## config.mk

```make
export PLATFORM = sky130hd
export DESIGN_NAME = fetch_addr_sequencer
export DESIGN_NICKNAME = d
export VERILOG_FILES = /design/src/rtl/fetch_addr_sequencer_pkg.sv /design/src/rtl/fetch_addr_sequencer_window_addr_gen.sv /design/src/rtl/fetch_addr_sequencer.sv
export SDC_FILE = /design/constraint.sdc
export NUM_CORES = 1
export LEC_CHECK = 0
export BUFFER_PORTS_ARGS = -buffer_cell sky130_fd_sc_hd__buf_2
export CORE_AREA = 2 2 134 136
export DETAILED_ROUTE_END_ITERATION = 8
export DIE_AREA = 0 0 136 138
export MAX_ROUTING_LAYER = met4
export PLACE_DENSITY = 0.77
export SLEW_MARGIN = 20
export SYNTH_ARGS = -nofsm -noshare
export SYNTH_HDL_FRONTEND = slang
export SYNTH_SLANG_ARGS = --single-unit
```

## constraint.sdc

```tcl
create_clock -name clk -period 8 [get_ports clk]
set_input_delay 0.4 -clock clk [delete_from_list [all_inputs] [get_ports clk]]
set_output_delay 0.4 -clock clk [all_outputs]
set_load 0.05 [all_outputs]
```

## src/rtl/fetch_addr_sequencer_pkg.sv

```systemverilog
// Shared constants, types and helpers for the fetch-stage address sequencer.
// Geometry defaults describe an 800x600 output read from a zero-padded 802x602 source.
package fetch_addr_sequencer_pkg;

    localparam int unsigned IMG_W = 800;
    localparam int unsigned IMG_H = 600;
    localparam int unsigned PAD_W = IMG_W + 2;
    localparam int unsigned AW    = 19;
    localparam int unsigned CW    = 10;
    localparam int unsigned NWIN  = 9;

    typedef logic [AW-1:0]  addr_t;
    typedef logic [CW-1:0]  cnt_t;
    typedef addr_t [NWIN-1:0] win_t;

    typedef enum logic [1:0] {
        StIdle  = 2'd0,
        StRun   = 2'd1,
        StFlush = 2'd2
    } state_e;

    // Offset of tap k (row-major, top-left first) from the window base.
    function automatic addr_t win_off(input int unsigned k, input int unsigned pad_w);
        return addr_t'((k / 3) * pad_w + (k % 3));
    endfunction

    function automatic win_t reset_win(input int unsigned pad_w);
        win_t w;
        for (int unsigned k = 0; k < NWIN; k++) begin
            w[k] = win_off(k, pad_w);
        end
        return w;
    endfunction

    localparam addr_t OFF0 = win_off(0, PAD_W);
    localparam addr_t OFF1 = win_off(1, PAD_W);
    localparam addr_t OFF2 = win_off(2, PAD_W);
    localparam addr_t OFF3 = win_off(3, PAD_W);
    localparam addr_t OFF4 = win_off(4, PAD_W);
    localparam addr_t OFF5 = win_off(5, PAD_W);
    localparam addr_t OFF6 = win_off(6, PAD_W);
    localparam addr_t OFF7 = win_off(7, PAD_W);
    localparam addr_t OFF8 = win_off(8, PAD_W);

    localparam win_t RST_WIN = reset_win(PAD_W);

endpackage

```

## src/rtl/fetch_addr_sequencer_window_addr_gen.sv

```systemverilog
// Combinational 3x3 window address generator: base plus the nine fixed tap offsets.
// The parent registers the result.
module fetch_addr_sequencer_window_addr_gen
    import fetch_addr_sequencer_pkg::*;
#(
    parameter int unsigned PadW = PAD_W
) (
    input  addr_t base_i,
    output win_t  win_o
);

    for (genvar k = 0; k < NWIN; k++) begin : g_tap
        localparam addr_t Off = win_off(k, PadW);
        assign win_o[k] = base_i + Off;
    end

endmodule

```

## src/rtl/fetch_addr_sequencer.sv

```systemverilog
// Raster-scan fetch address sequencer: walks a 3x3 window over the padded source image
// one valid/ready handshake at a time and reports frame start, abort and completion.
module fetch_addr_sequencer
    import fetch_addr_sequencer_pkg::*;
#(
    parameter int unsigned ImgW = IMG_W,
    parameter int unsigned ImgH = IMG_H,
    parameter int unsigned PadW = ImgW + 2
) (
    input  logic          clk,
    input  logic          reset,
    input  logic          start,
    input  logic          abort,
    input  logic          ready,
    output logic          valid,
    output logic [AW-1:0] a0,
    output logic [AW-1:0] a1,
    output logic [AW-1:0] a2,
    output logic [AW-1:0] a3,
    output logic [AW-1:0] a4,
    output logic [AW-1:0] a5,
    output logic [AW-1:0] a6,
    output logic [AW-1:0] a7,
    output logic [AW-1:0] a8,
    output logic [AW-1:0] oaddr,
    output logic          last,
    output logic          busy,
    output logic          done
);

    localparam cnt_t  ColMax   = cnt_t'(ImgW - 1);
    localparam cnt_t  RowMax   = cnt_t'(ImgH - 1);
    // Stepping off the end of a row also skips the right and left pad columns.
    localparam addr_t WrapStep = addr_t'(PadW - ImgW + 1);
    localparam win_t  RstWin   = reset_win(PadW);

    state_e state_q, state_d;
    cnt_t   row_q, row_d;
    cnt_t   col_q, col_d;
    addr_t  base_q, base_d;
    addr_t  oaddr_q, oaddr_d;
    win_t   win_q, win_d;
    logic   last_q, last_d;
    logic   valid_q, valid_d;
    logic   busy_q, busy_d;
    logic   done_q, done_d;
    logic   accept;

    fetch_addr_sequencer_window_addr_gen #(
        .PadW(PadW)
    ) u_window_addr_gen (
        .base_i(base_d),
        .win_o (win_d)
    );

    assign accept = valid_q && ready;

    always_comb begin
        state_d = state_q;
        row_d   = row_q;
        col_d   = col_q;
        base_d  = base_q;
        oaddr_d = oaddr_q;
        last_d  = last_q;
        valid_d = valid_q;
        busy_d  = busy_q;
        done_d  = 1'b0;

        unique case (state_q)
            StIdle: begin
                if (start && !abort) begin
                    state_d = StRun;
                    row_d   = '0;
                    col_d   = '0;
                    base_d  = '0;
                    oaddr_d = '0;
                    last_d  = (RowMax == '0) && (ColMax == '0);
                    valid_d = 1'b1;
                    busy_d  = 1'b1;
                end
            end
            StRun: begin
                if (abort) begin
                    state_d = StIdle;
                    valid_d = 1'b0;
                    busy_d  = 1'b0;
                end else if (accept) begin
                    if (last_q) begin
                        // Final window taken: hold its addresses, pulse done next cycle.
                        state_d = StFlush;
                        valid_d = 1'b0;
                        done_d  = 1'b1;
                    end else begin
                        if (col_q == ColMax) begin
                            col_d  = '0;
                            row_d  = row_q + 1'b1;
                            base_d = base_q + WrapStep;
                        end else begin
                            col_d  = col_q + 1'b1;
                            base_d = base_q + 1'b1;
                        end
                        oaddr_d = oaddr_q + 1'b1;
                        last_d  = (row_d == RowMax) && (col_d == ColMax);
                    end
                end
            end
            StFlush: begin
                state_d = StIdle;
                valid_d = 1'b0;
                busy_d  = 1'b0;
            end
            default: begin
                state_d = StIdle;
                valid_d = 1'b0;
                busy_d  = 1'b0;
            end
        endcase
    end

    always_ff @(posedge clk) begin
        if (!reset) begin
            state_q <= StIdle;
            row_q   <= '0;
            col_q   <= '0;
            base_q  <= '0;
            oaddr_q <= '0;
            win_q   <= RstWin;
            last_q  <= 1'b0;
            valid_q <= 1'b0;
            busy_q  <= 1'b0;
            done_q  <= 1'b0;
        end else begin
            state_q <= state_d;
            row_q   <= row_d;
            col_q   <= col_d;
            base_q  <= base_d;
            oaddr_q <= oaddr_d;
            win_q   <= win_d;
            last_q  <= last_d;
            valid_q <= valid_d;
            busy_q  <= busy_d;
            done_q  <= done_d;
        end
    end

    assign valid = valid_q;
    assign busy  = busy_q;
    assign done  = done_q;
    assign last  = last_q;
    assign oaddr = oaddr_q;
    assign a0    = win_q[0];
    assign a1    = win_q[1];
    assign a2    = win_q[2];
    assign a3    = win_q[3];
    assign a4    = win_q[4];
    assign a5    = win_q[5];
    assign a6    = win_q[6];
    assign a7    = win_q[7];
    assign a8    = win_q[8];

endmodule

```

==> run summary <==
The run finished with clean final reports. The tree built by TritonCTS fans out to 197 sinks. Measured against the total synthesized area, the mux share comes to 5.79%.

For the synthesized area, the log shows 0.00898 mm². The tools report the data required time of the worst path as 8370 ps. The area of the core region is 0.0175 mm², and the number of buffers on the longest clock path is 2.

Setup repair after global routing left no endpoint under its margin. The worst setup path is of the flop to flop kind. For this run, global-route usage on met1 was measured as 36.4%. The first global-routing pass estimated 39.4 mm of wire.

Final antenna diode count: 0. The commonest cells after synthesis are dfxtp_1 (197), nand2_1 (115), nor2_1 (107), a21oi_1 (75), mux2i_1 (52). In the post-synthesis netlist, the cell with the most instances is dfxtp_1. Across the VDD grid, the largest voltage drop is 0.155 mV. After synthesis, the largest family of logic cells by area is simple AND/OR/NAND/NOR gates. Yosys mapped a number of flops with a built-in enable equal to 0. Summing the areas of all compound-gate instances in the mapped netlist gives 13.1% of the synthesized area. The signal on the critical path passes through ha_1 > and4_1 > and4_1 > ha_1 > a21oi_1 > nor3_2 > a32oi_1 > nand2_2 > nor2_1 > o21ai_1 > nand2_1 > mux2i_1.

The final layout contains routed wiring with a total length of 25.3 mm. The worst setup slack after layout is 3090 ps. The final critical delay including setup and external delays was 4910 ps. After detailed routing, the number of remaining DRC violations is 0. The fraction of the mapped netlist area in adder cells came out at 1.89%. The number of pins with negative max-slew slack in the final report came out at 0.

After detailed routing, the average wire length per cell comes to 17.7 µm. The fraction of layout cells with a size suffix above 1 is 22.0%, and the residual antenna-violating net count after detailed routing is 0. In this run the count of I/O pins placed on the die edge is 199. TritonCTS built the clock tree.

The root buffer cell chosen for the clock tree is clkbuf_16. The first routing iteration left 977 violations. In this run the mean area of a mapped cell was 8.67 µm².

The number of different library cells used by synthesis comes to 74. For the final design instance area without fill, the log shows 0.0106 mm². The number of gates resized after CTS was 0. The Yosys step of the flow raised 0 warnings.

Ratio of final minimum period to clock period: 61.3%. For the count of endpoints failing hold in the final timing report, the log shows 0. Sorting the synthesized cells by area gives the leading types as dfxtp_1 (44%), mux2i_1 (5.8%), xnor2_1 (5.0%). The clock buffer count from CTS is 17. After detailed routing, the number of vias per cell comes to 5.75.

The met2 layer usage reported by global route came out at 41.3%. In this run the core area contains 49 standard-cell rows. Input and output buffers added on the ports amount to 198. The class of the worst hold path was primary input to flop. The slowest stage of the critical path is the nor2_1 cell. The first TritonRoute pass finished after 6 iterations. At the pin with the least slew margin, the transition time is 1050 ps. Across every metal layer, demand over resource in global routing totals 27.3%. The power per cell area works out to 181 mW/mm². Summed over all instances, the cell type with the most area after synthesis is dfxtp_1. Measured along the y axis, the die boundary spans 138 µm. The sequential cell area fraction in the yosys report is 43.9%. The relative area change from synthesis to final layout was 17.5%. Number of buffer and inverter instances along the worst setup path: 0. Critical path's largest stage delay: 910 ps. The total cell area at the placement stage came out at 0.00997 mm². In this run, post-CTS hold repair placed 0 buffers. The achievable frequency was 204 MHz; the synthesized netlist net count was 1054. The total power consumption of the routed design is 1.91 mW, and the total setup buffers inserted after CTS is 0. The clock transition time at the flip-flop clock pins of the worst setup and hold paths came out at 80 ps. The most used flip-flop cell after synthesis is dfxtp_1. In this run the worst path has a maximum fanout of 23. The run gives 51.2% as the starting density of the core. In this run, synthesis produced a sequential element count of 197. OpenSTA, run right after detailed placement, puts the worst setup slack at 3260 ps. For this run the aggregate overflow at the end of global routing stands at 0. The die area is 0.0188 mm². The kind of cell with the highest combined delay along the critical path is simple AND/OR/NAND/NOR gates. Summed over all nets, the half-perimeter wirelength after detailed placement is 17.6 mm. At the end of routability-driven placement, the weighted congestion stood at 0.936. Of the total synthesized cell area, the portion taken by AND, OR, NAND and NOR gates is 22.8%.

The deepest level of the CTS H-tree is 4. Final setup TNS: 0 ps. The tool flagged a number of max-cap violations equal to 0. From left edge to right edge, the die measures 136 µm. The post-synthesis async set-or-reset flop share is 0%. The number of standard cells after synthesis is 1036. The top-area cell type share of the netlist area came out at 43.9%. For the worst setup path, the data arrival time is 5270 ps. Between clock sinks in the finished design, the worst skew comes to 14.7 ps. The number of antenna violations at the first check in global routing is 0.

Measured against its own limit, the worst slew margin works out to 29.7%. The worst setup path is launched from a flop. The logs give 87 for the maximum number of pins on one net before global-route repair and 8212 for the total via count in the routed design. The synthesized netlist devotes 6.92% of its cell area to XOR and XNOR gates. Clock latency on the worst-skew pair, taken at its later pin, is 450 ps. After global routing, the most crowded layer is met2. The net count of the finished layout is 1206. The tools report the setup-violating endpoint count in the final report as 0.

The static leakage came out at 4.56 nW. The met3 track utilization from global routing was 5.39%. Sort of element at the end of the critical path: a flop. The number of global-route vias before repair was 7379.
## state kept, by name, indices dropped and copies added, names as in the netlist
signal   flops
a0          19
a1          19
a2          18
a3          14
a4          18
a5          17
a6          14
a7          17
a8          17
busy         1
col_q       10
done         1
last         1
oaddr       19
row_q       10
state_q      2
## layout make-up
cell class / instances / area, µm²
clock buffer: 18 / 429
sequential: 197 / 3940
multi-input combinational: 730 / 4540
timing repair buffer: 208 / 1070
fill: 1572 / 6970
tap: 229 / 287
inverter: 34 / 129
clock inverter: 13 / 161
## cells by family (layout without fill, tap and decap cells)
group,after synthesis,in the layout
simple gates,409,409
flops,197,197
compound gates,185,185
buf+inv,109,273
xor+xnor,71,71
mux,52,52
fa+ha+maj,13,13
## metrics by stage
stage	hold slack [ps]	util, %	cells
3_3_place_gp	476	56.8	1398
3_5_place_dp	481	56.8	1398
6_report	338	60.2	1429
2_1_floorplan	466	-	1036
4_1_cts	327	60.2	1429
5_1_grt	369	60.2	1429
## routing by layer
| metal | vias to the layer above | routed length (µm) |
|---|---|---|
| li1 | 3895 | - |
| met4 | 0 | 691 |
| met3 | 54 | 2070 |
| met2 | 422 | 11400 |
| met1 | 3841 | 11100 |
| met5 | - | 0 |
## path summary, 6_finish.rpt
kind	cells after the start	end	from	slack (ps)
worst max-delay path	12	a7[13]$_SDFF_PN0_	col_q[0]$_SDFFE_PN0P_	3090
worst min-delay path	4	state_q[0]$_SDFFE_PN0P_	ready	340
worst max register to register	12	a7[13]$_SDFF_PN0_	col_q[0]$_SDFFE_PN0P_	3090
worst min register to register	2	row_q[1]$_SDFFE_PN0P_	row_q[1]$_SDFFE_PN0P_	490
## worst min-delay path, stage by stage
cell	delay, ps
buf_2	140
a21oi_1	80
nand2_1	60
a21oi_1	60
## power breakdown
part / total [mW] / switching, mW / internal (mW)
clock: 0.872 / 0.426 / 0.447
sequential: 0.983 / 0.00186 / 0.981
combinational: 0.0551 / 0.0441 / 0.0110
total: 1.91 / 0.472 / 1.44
## cells in the final DEF (no fill, tap or decap), types with 3 or more instances in the layout
cell type  count
nand4_1       16
mux2i_1       52
or3_1         18
and2_1         9
nor2b_1        5
a31oi_1        8
nor4_1         6
buf_4         10
o31a_1         3
o21ai_0       37
nor3b_1        9
o21ai_1        7
a22oi_1        6
a311oi_1       3
buf_2        198
a211oi_1       5
nor3_1        32
dfxtp_1      197
nand2_1      115
nor2_1       107
and4_1         7
inv_1         32
xor2_1        20
inv_8          5
nand2b_1       7
nand3_1       29
clkbuf_16     17
a21oi_1       75
and3_1        22
a21o_1         5
o211ai_1       4
xnor2_1       51
nand3b_1       4
ha_1          12
Power figures use the tool's default switching activity.
